## src/rtl/seq_feed_ctrl.sv

```systemverilog
// seq_feed_ctrl: run controller for a serial sequence detector.
// Loads a test word and clears the detector. Then it shifts the word MSB-first
// into the detector, one bit per clock, and samples the detector output over
// the matching window. When the run ends it reports the hit count and the
// position of the first hit.
// MOORE selects the sampling window. 0: z belongs to the bit presented in the
// same cycle. 1: z lags the bit by one cycle.
module seq_feed_ctrl #(
  parameter int WIDTH = 16,
  parameter int CNTW  = 5,
  parameter int MOORE = 0
) (
  input  logic             clock,
  input  logic             reset,
  input  logic             start,
  input  logic             abort,
  input  logic [CNTW-1:0]  len,
  input  logic [WIDTH-1:0] pattern,
  input  logic             z,
  output logic             x,
  output logic             det_clear,
  output logic             busy,
  output logic             done,
  output logic [CNTW-1:0]  hit_count,
  output logic [CNTW-1:0]  first_hit
);

  typedef enum logic [2:0] {
    S_IDLE  = 3'd0,
    S_CLEAR = 3'd1,
    S_SHIFT = 3'd2,
    S_DRAIN = 3'd3,
    S_DONE  = 3'd4
  } state_t;

  localparam logic [CNTW-1:0] ONES    = '1;
  localparam logic [CNTW-1:0] WIDTH_C = CNTW'(WIDTH);
  localparam logic [CNTW-1:0] ONE_C   = CNTW'(1);

  state_t           state_r;
  logic [WIDTH-1:0] sr_r;
  logic [CNTW-1:0]  len_r;
  logic [CNTW-1:0]  idx_r;

  logic [CNTW-1:0]  len_clamp_s;
  logic             last_s;
  logic             sample_en_s;
  logic [CNTW-1:0]  sample_pos_s;

  // Saturating increment: the hit counter sticks at all-ones.
  function automatic logic [CNTW-1:0] sat_inc(input logic [CNTW-1:0] v);
    return (v == ONES) ? v : v + ONE_C;
  endfunction

  // Clamp the requested length to the shift register size.
  always_comb begin
    len_clamp_s = len;
    if (len > WIDTH_C) begin
      len_clamp_s = WIDTH_C;
    end else begin
      len_clamp_s = len;
    end
  end

  // The current SHIFT cycle presents the final bit of the word.
  always_comb begin
    last_s = (idx_r == (len_r - ONE_C));
  end

  // Sampling window: decides whether z is counted at the coming edge, and
  // which bit position it belongs to.
  always_comb begin
    sample_en_s  = 1'b0;
    sample_pos_s = idx_r;
    case (state_r)
      S_SHIFT: begin
        if (MOORE != 0) begin
          // z in this cycle reflects the previous bit, so idx 0 shows nothing.
          sample_en_s  = (idx_r != {CNTW{1'b0}});
          sample_pos_s = idx_r - ONE_C;
        end else begin
          sample_en_s  = 1'b1;
          sample_pos_s = idx_r;
        end
      end
      S_DRAIN: begin
        if (MOORE != 0) begin
          // DRAIN carries the lagging response to the final bit.
          sample_en_s  = (len_r != {CNTW{1'b0}});
          sample_pos_s = len_r - ONE_C;
        end else begin
          sample_en_s  = 1'b0;
          sample_pos_s = idx_r;
        end
      end
      default: begin
        sample_en_s  = 1'b0;
        sample_pos_s = idx_r;
      end
    endcase
  end

  // Run FSM with registered detector drive, status and result outputs.
  always_ff @(posedge clock or negedge reset) begin
    if (!reset) begin
      state_r   <= S_IDLE;
      sr_r      <= {WIDTH{1'b0}};
      len_r     <= {CNTW{1'b0}};
      idx_r     <= {CNTW{1'b0}};
      x         <= 1'b0;
      det_clear <= 1'b0;
      busy      <= 1'b0;
      done      <= 1'b0;
      hit_count <= {CNTW{1'b0}};
      first_hit <= ONES;
    end else if (abort && (state_r != S_IDLE)) begin
      // Cancel: results keep their partial values and no done pulse is issued.
      state_r   <= S_IDLE;
      x         <= 1'b0;
      det_clear <= 1'b0;
      busy      <= 1'b0;
      done      <= 1'b0;
    end else begin
      if (sample_en_s && z) begin
        hit_count <= sat_inc(hit_count);
        if (first_hit == ONES) begin
          first_hit <= sample_pos_s;
        end
      end
      case (state_r)
        S_IDLE: begin
          x    <= 1'b0;
          done <= 1'b0;
          // abort blocks a start that arrives in the same cycle.
          if (start && !abort) begin
            sr_r      <= pattern;
            len_r     <= len_clamp_s;
            idx_r     <= {CNTW{1'b0}};
            hit_count <= {CNTW{1'b0}};
            first_hit <= ONES;
            det_clear <= 1'b1;
            busy      <= 1'b1;
            state_r   <= S_CLEAR;
          end else begin
            det_clear <= 1'b0;
            busy      <= 1'b0;
          end
        end
        S_CLEAR: begin
          det_clear <= 1'b0;
          if (len_r != {CNTW{1'b0}}) begin
            x       <= sr_r[WIDTH-1];
            sr_r    <= {sr_r[WIDTH-2:0], 1'b0};
            state_r <= S_SHIFT;
          end else begin
            x       <= 1'b0;
            state_r <= S_DRAIN;
          end
        end
        S_SHIFT: begin
          if (last_s) begin
            x       <= 1'b0;
            state_r <= S_DRAIN;
          end else begin
            x     <= sr_r[WIDTH-1];
            sr_r  <= {sr_r[WIDTH-2:0], 1'b0};
            idx_r <= idx_r + ONE_C;
          end
        end
        S_DRAIN: begin
          x       <= 1'b0;
          done    <= 1'b1;
          state_r <= S_DONE;
        end
        S_DONE: begin
          done    <= 1'b0;
          busy    <= 1'b0;
          state_r <= S_IDLE;
        end
        default: begin
          x         <= 1'b0;
          det_clear <= 1'b0;
          busy      <= 1'b0;
          done      <= 1'b0;
          state_r   <= S_IDLE;
        end
      endcase
    end
  end

endmodule

```

## config.mk

```make
export PLATFORM = sky130hd
export DESIGN_NAME = seq_feed_ctrl
export DESIGN_NICKNAME = d
export VERILOG_FILES = /design/src/rtl/seq_feed_ctrl.sv
export SDC_FILE = /design/constraint.sdc
export NUM_CORES = 1
export LEC_CHECK = 0
export BUFFER_PORTS_ARGS = -buffer_cell sky130_fd_sc_hd__buf_4
export CORE_ASPECT_RATIO = 0.5
export CORE_MARGIN = 1.5
export CORE_UTILIZATION = 48
export CTS_CLUSTER_SIZE = 40
export DETAILED_ROUTE_END_ITERATION = 16
export PLACE_DENSITY = 0.75
export SETUP_SLACK_MARGIN = 0.4
export SYNTH_ARGS = -nofsm -noshare
export SYNTH_HDL_FRONTEND = slang
export SYNTH_SLANG_ARGS = --single-unit
```

## constraint.sdc

```tcl
create_clock -name clock -period 2.5 [get_ports clock]
set_input_delay 0.125 -clock clock [delete_from_list [all_inputs] [get_ports clock]]
set_output_delay 0.125 -clock clock [all_outputs]
set_load 0.005 [all_outputs]
```

[Yosys cells after proc, flatten, opt, wreduce, memory -nomap -nowiden]
Index checks and enable logic that the tools add are counted.
Storage, ports and cells
  bits in registers: 43
  word-level logic and storage cells: 80
Cells by class
  reduce and logical (&&, ||, !) cells: 16
  magnitude comparators: 1
  bitwise gates (word level): 1
  equality and inequality tests: 16
  add/subtract/negate cells: 3
  mux-type cells: 33
Operators with widths (count)
  5-bit two-way mux: 11
  16-bit two-way mux: 3
  16-bit case mux with 3 select lines: 1
  3-bit case mux with 4 select lines: 1
  5-bit by 1-bit adder with 5-bit output (second input constant): 2
  5-bit equality test (second input constant): 2
  5-bit case mux with 2 select lines: 1
  1-bit two-way mux: 9
  3-bit two-way mux: 3
  2-bit != test (second input constant): 4
  3-bit by 2-bit equality test with 1-bit output (second input constant): 2
  2-bit by 1-bit != test with 1-bit output (second input constant): 3
  3-bit != test (second input constant): 2
  1-bit case mux with 2 select lines: 3
  3-bit nonzero test: 2
  3-bit OR reduction: 2
  5-bit equality test: 1
  5-bit greater-than comparator (second input constant): 1
  5-bit AND reduction: 1
  5-bit nonzero test: 1
  5-bit by 1-bit subtractor with 5-bit output (second input constant): 1
  4-bit AND reduction: 1
  3-bit by 1-bit equality test with 1-bit output (second input constant): 1
  3-bit equality test (second input constant): 1
  9 further kinds: 11

[Longest topological paths before layout]
Gate-level depths: netlist (run 1).
  depth after elaboration: 6
  gate-level depth with buffers: 8
  gate-level depth less buffers: 7

[Least setup slack after synthesis (run 1)]
No wires, ideal clock.
  kind: register to register
  start point: reg len_r[0]
  end point: reg sr_r[10]
  path slack: 0.296 ns
  path buffers: 1
  setup time: 0.125 ns
  cell stages (with the launch flop): 8
  required time: 2.375 ns
  data arrival time: 2.079 ns
  cell sequence: dfrtp_1 -> inv_1 -> ha_1 -> or3_4 -> a311oi_4 -> a21oi_4 -> buf_6 -> mux2_4
On the way
  longest elaborated chain between the ends: 4
  elaborated cells on any way between the ends: 6
RTL lines
  from (decl): RTL line 42  | logic [CNTW-1:0] len_r;
  from (signal assigned): RTL line 108  | len_r <= {CNTW{1'b0}};
  from (signal assigned): RTL line 137  | len_r <= len_clamp_s;
  5-bit by 1-bit subtractor with 5-bit output: RTL line 67  | last_s = (idx_r == (len_r - ONE_C));
  5-bit equality test: RTL line 67
  2-bit != test (no line)
  5-bit AND reduction (no line) *
  to (signal assigned): RTL line 107  | sr_r <= {WIDTH{1'b0}};
  to (signal assigned): RTL line 136  | sr_r <= pattern;
  to (signal assigned): RTL line 153  | sr_r <= {sr_r[WIDTH-2:0], 1'b0};
  to (decl): RTL line 41  | logic [WIDTH-1:0] sr_r;
Every way passes the cells marked *; elsewhere a longest branch is shown, timed or not.
A chain may end at the register's enable or synchronous reset.

[Worst setup path in the final report (run 1)]
  start point: reg len_r[0]
  end point: reg sr_r[15]
Same word-level chain as after synthesis.

==> out/metrics.cfg, run 1 <==
[status]
status=finished clean

[setup_path]
crit_type=reg2reg
arrival_ns=2.30
start_kind=flip-flop
end_kind=flip-flop
cp_max_fo=8
cp.required_ns=2.69

[floorplanning]
die_w_um=100
initial_core_util=0.505
io_pins=40
dieArea_um2=5140
core.rowCount=17
die_y_um=51.5
fp.coreArea_um2=4470

[grt]
grt_start_max_net_pins=44
grt.overflow.total=0
grt_pass1_wl_um=7440
antenna_found_initial=0
grtUsageTotal=0.193
grt_pass1_vias=1551

[cells_and_area]
num-fill-cells=348
drive_gt1_frac=0.417
post-route-util=0.632
syn_to_final_growth_pct=25.2
nNetsFinal=275
n_antenna_cell=0

[route]
viasPerCell=5.48
vias=1666
wl_per_cell_um=15.1
ant_nets=0
remaining_drc_errors=0
dr.pass1.iters=4
totalWireLength_um=4600
first_iter_violations=88

[power_and_ir_drop]
power.ir.vdd_worst_mv=0.341
p_sw_w=0.000635
seqPwrFrac=0.458
leakagePower_nw=1.28
combPwrFrac=0.296
switching_share=0.287
cellPowerDensity_nw_per_um2=784
clkPwrFrac=0.247
internal-power_w=0.00158

[synthesis]
ys_ff_latch=43
synth_area_leader_cell=dfrtp_1
synth.distinct_cells=42
postSynthAreaPerCell_um2=11.3
synthArstFlopShare=1.00
synthAdderAreaFrac=0.0166
synth_top_family_by_area=multiplexers
synthTopCellsByArea=dfrtp_1 (42%), mux2_2 (11%), mux2_4 (6.7%)
synth-xor-area-share=0.0233
synth_nets=229
synth-compound-area-share=0.109
ys_seq_area_frac=0.480
synth_warnings=0
synth_area_um2=2260
synth-edff-count=0
yosys.area_share.simple=0.150
synth.top_cell.area_share=0.422
synthesis.instances=200
muxShareOfSynthArea=0.194
ys.flop_type=dfrtp_1

[sta]
max-slew-margin-rel=0.560
setup_viol=0
setup_tns_ns=0
clock_skew_ns=0.00616
period_needed_ns=2.11
period_share=0.845
maxSlewViolCount=0
tightest_slew_ns=0.658
clock.fmax_ghz=0.473
hold_viol_final=0
rsz0062_at_grt=true

[placed_design]
hpwl_um=3170
gp_congestion=0.901
io_buffers=39

[clocking]
cts_buffers=5
cts.htree.levels=2
clk_path_buf_depth=2
cts_sinks=43
cts_tree=done
cts.clk_slew.worst_paths_ns=0.08
cts-root-buf=clkbuf_8
insertion_delay_ns=0.30

[run]
max-cap-violations=0

[worst_hold_path]
hp-class=in2reg

## power groups by stage
stage	Sequential (W)	Clock [W]	Combinational, W
4_1_cts	0.00101	0.000559	0.000639
6_report	0.00101	0.000546	0.000655
3_3_place_gp	0.00101	0	0.000604
3_5_place_dp	0.00102	0	0.000628
5_1_grt	0.00104	0.000591	0.000718
2_1_floorplan	0.000976	0	0.000483
## worst paths after layout
kind | cells after the start | from | slack [ns] | endpoint
max | 8 | len_r[0]$_DFFE_PN0P_ | 0.39 | sr_r[15]$_DFFE_PN0P_
min | 3 | len[4] | 0.05 | len_r[4]$_DFFE_PN0P_
max reg2reg | 8 | len_r[0]$_DFFE_PN0P_ | 0.39 | sr_r[15]$_DFFE_PN0P_
min reg2reg | 1 | done$_DFFE_PN0P_ | 0.49 | done$_DFFE_PN0P_
max in group asynchronous | 2 | reset | 1.76 | idx_r[2]$_DFFE_PN0P_
min in group asynchronous | 2 | reset | 0.34 | sr_r[3]$_DFFE_PN0P_
## metrics by stage
stage | setup slack [ns] | cell area, um2 | power, W | hold slack, ns | cells
floorplan | 0.392 | 2270 | 0.00146 | -0.171 | 200
global placement | 0.343 | 2620 | 0.00161 | 0.142 | 290
detailed placement | 0.214 | 2620 | 0.00165 | 0.150 | 290
CTS | 0.409 | 2770 | 0.00221 | 0.0401 | 301
global route | 0.345 | 2820 | 0.00235 | 0.0565 | 304
finish | 0.388 | 2820 | 0.00221 | 0.0468 | 304
## cell usage after synthesis (4+ instances only)
master,count
a21oi_1,7
and3_1,4
clkbuf_1,7
dfrtp_1,38
dfstp_2,5
inv_1,5
mux2_2,22
mux2_4,10
mux2i_1,4
nand2_1,16
nand2b_1,7
nand3b_1,4
nor2_1,12
nor2b_1,4
o21ai_0,12
xnor2_1,4
## worst max-delay path, stage by stage (launching register included)
cell	delay, ns
dfrtp_1	0.39
inv_2	0.06
ha_4	0.26
xor2_1	0.17
o211ai_1	0.16
a311oi_4	0.36
a21oi_4	0.12
clkbuf_16	0.19
mux2_4	0.29
## flip-flops by register name, summed over array words and instances (netlist names)
| name | cells |
|---|---|
| idx_r | 5 |
| hit_count | 5 |
| state_r | 3 |
| sr_r | 16 |
| len_r | 5 |
| first_hit | 5 |
| det_clear | 1 |
| busy | 1 |
| done | 1 |
| x | 1 |
## area by class of cell
class / count / area, um2 / area share
clock inverters: 3 / 43.8 / 0.0155
clock buffers: 5 / 68.8 / 0.0244
well taps: 57 / 71.3 / 0.0253
flip-flops and latches: 43 / 1080 / 0.384
inverters: 5 / 18.8 / 0.00665
repair buffers: 48 / 395 / 0.140
multi-input cells: 143 / 1140 / 0.404
## layer usage
metal / routed length (um) / track usage
met5: 0 / 0
met4: 51 / 0.0892
met3: 163 / 0.0369
met2: 2160 / 0.307
met1: 2230 / 0.258
## cell usage in the layout (no fill, tap or decap), drive strengths merged, types with 4 or more instances in the layout
cell type	instances
nand3b	4
o21ai	12
mux2i	4
dfstp	5
nor2	12
mux2	32
nand2b	7
and3	4
xnor2	4
inv	5
dfrtp	38
buf	45
nand2	16
a21oi	8
clkbuf	6
nor2b	4
## kinds of logic after synthesis
family          count (synthesis)
buf+inv                        14
mux                            36
xor+xnor                        6
compound gates                 35
simple gates                   63
flops                          43
fa+ha+maj                       3
## what timing repair did
item                                    CTS  global route
setup buffers                             1             2
endpoints found under the hold margin    40             0
endpoints found under the setup margin   16            21
gates cloned                              0             1
pin swaps                                 2             3
hold buffers                              2             0
gates resized for setup                   0             6
Note: power is estimated with default switching activity, not from simulation.
==> run 2, diff against run 1 <==
PLACE_DENSITY = 0.78   (was 0.75)
clock period = 1.8 ns   (was 2.5 ns; I/O delays follow)
==> out/metrics.cfg, run 2 (synthesis gave the netlist of run 1 again) <==
[setup_path]
crit_type=reg2reg
max_stage_delay_ns=0.40  ; about the same
crit_chain=inv_2 > ha_4 > xor2_1 > o211ai_1 > a311oi_4 > a21oi_4 > buf_12 > mux2_4
cp.required_ns=1.98  ; -0.71 ns
start_kind=flip-flop
cp_max_fo=16  ; +8
path_delay_family=compound AO/OA/AOI/OAI gates
critPathSlowestCell=a311oi_4
arrival_ns=2.40  ; +0.10 ns
worstPathBufferInverterCount=2  ; unchanged
end_kind=flip-flop

[clocking]
cts.htree.levels=2  ; unchanged
cts_sinks=43  ; unchanged
cts_tree=done
insertion_delay_ns=0.30  ; about the same
clk_path_buf_depth=2  ; unchanged
cts.clk_slew.worst_paths_ns=0.09  ; about the same
cts_buffers=5  ; unchanged
cts-root-buf=clkbuf_8

[sta]
clock_skew_ns=0.0126  ; +0.00649 ns
rsz0062_at_grt=true
max-slew-margin-rel=0.636  ; +0.0762
setup_tns_ns=-8.85  ; -8.85 ns
clock.fmax_ghz=0.450  ; -4.9%
tightest_slew_ns=0.546  ; -0.112 ns
period_needed_ns=2.22  ; +0.109 ns
hold_viol_final=0  ; unchanged
maxSlewViolCount=0  ; unchanged
fin_ws_ns=-0.421  ; -0.809 ns
setup_viol=23  ; +23
period_share=1.23  ; +0.389

[placed_design]
io_buffers=39  ; unchanged
hpwl_um=3430  ; +8.1%
preCtsSetupSlack_ns=-0.327  ; -0.541 ns
gp_congestion=0.842  ; -6.6%

[grt]
grt.overflow.total=0  ; unchanged
grt_pass1_vias=1918  ; +24%
grt_start_max_net_pins=44  ; unchanged
grtUsageTotal=0.242  ; +0.0490
antenna_found_initial=0  ; unchanged
grt_pass1_wl_um=9370  ; +26%

[status]
violations=negative setup slack
status=finished, violations left

[cells_and_area]
largest_register=sr_r
num-fill-cells=268  ; -23%
multi_input_area_um2=1370  ; +20%
n_antenna_cell=0  ; unchanged
final_cell_mix=buf_4 (64), dfrtp_1 (37), mux2_2 (22)
largest_register_ff_count=16  ; unchanged
nNetsFinal=308  ; +12%
syn_to_final_growth_pct=47.3
final_common_cell=buf_4
drive_gt1_frac=0.593  ; +0.176
regArea_um2=1080  ; -0.12%
post-route-util=0.744  ; +0.112

[worst_hold_path]
hp-class=in2reg

[power_and_ir_drop]
power.ir.vdd_worst_mv=0.573  ; +68%
leakagePower_nw=1.50  ; +18%
cellPowerDensity_nw_per_um2=1000  ; +28%

[route]
remaining_drc_errors=0  ; unchanged
totalWireLength_um=6770  ; +47%
ant_nets=0  ; unchanged
wl_per_cell_um=20.1  ; +33%
dr.pass1.iters=4  ; unchanged
viasPerCell=5.83  ; +6.3%
first_iter_violations=126  ; +43%
vias=1964  ; +18%

[run]
max-cap-violations=0  ; unchanged

[floorplanning]
initial_core_util=0.505  ; unchanged
core.rowCount=17  ; unchanged
die_y_um=51.5  ; unchanged
dieArea_um2=5140  ; unchanged
die_w_um=100  ; unchanged
io_pins=40  ; unchanged
fp.coreArea_um2=4470  ; unchanged

==> run 2: changes by cell type in the layout (fill, tap and decap cells not counted), sizes merged <==
cell    change
bufinv      -1
clkinv      +1
clkbuf      -1
buf        +34
==> run 2: area by class of cell <==
type | instances | area share
clock buffer | 5 | 0.0207
clock inverter | 3 | 0.00452
inverter | 5 | 0.00565
multi-input combinational | 143 | 0.411
sequential | 43 | 0.326
tap | 57 | 0.0215
timing repair buffer | 81 | 0.210
==> run 2: per-stage QoR <==
| step | instances | hold slack, ns | power [W] | instance area, um2 |
|---|---|---|---|---|
| finish | 337 | 0.0163 | 0.00334 | 3320 |
| global route | 337 | 0.00864 | 0.00348 | 3320 |
| detailed placement | 309 | 0.117 | 0.00241 | 2810 |
| CTS | 335 | 0.0159 | 0.00312 | 3130 |
| floorplan | 200 | -0.206 | 0.00204 | 2320 |
| global placement | 309 | 0.105 | 0.00235 | 2810 |
==> run 2: where the power goes <==
part           internal, W  switching, W
sequential         0.00122      0.000189
clock             0.000266      0.000354
combinational     0.000742      0.000562
==> run 2: final timing paths <==
check                                          from                       end  slack, ns  depth (start not counted)
setup / recovery               len_r[0]$_DFFE_PN0P_       sr_r[8]$_DFFE_PN0P_      -0.42                          8
hold / removal                               len[4]      len_r[4]$_DFFE_PN0P_       0.02                          3
setup reg to reg               len_r[0]$_DFFE_PN0P_       sr_r[8]$_DFFE_PN0P_      -0.42                          8
hold reg to reg            first_hit[0]$_DFFE_PN1N_  first_hit[0]$_DFFE_PN1N_       0.48                          2
max in group asynchronous                     reset      len_r[2]$_DFFE_PN0P_       1.09                          2
min in group asynchronous                     reset      sr_r[10]$_DFFE_PN0P_       0.30                          2
==> run 2: per-layer routing <==
layer	vias up	GRT usage	part of all wire	wire, um
met2	89	0.405	0.49	3350
met4	0	0.0751	0.036	242
met5	-	0	0	0
li1	878	-	-	-
met3	26	0.0465	0.056	382
met1	971	0.322	0.41	2800
==> run 2: worst register-to-register path, stage by stage, from the launching register on <==
cell and delay (ns):
dfrtp_1 0.38, inv_2 0.06, ha_4 0.26, xor2_1 0.19, o211ai_1 0.22, a311oi_4 0.41, a21oi_4 0.11, buf_12 0.18
mux2_4 0.31
==> run 2: timing repair <==
item,in CTS,in global routing
endpoints found under the hold margin,40,0
gates resized for setup,25,43
setup endpoints to repair,35,38
hold buffers,2,0
pin swaps,11,10
setup buffers,16,2
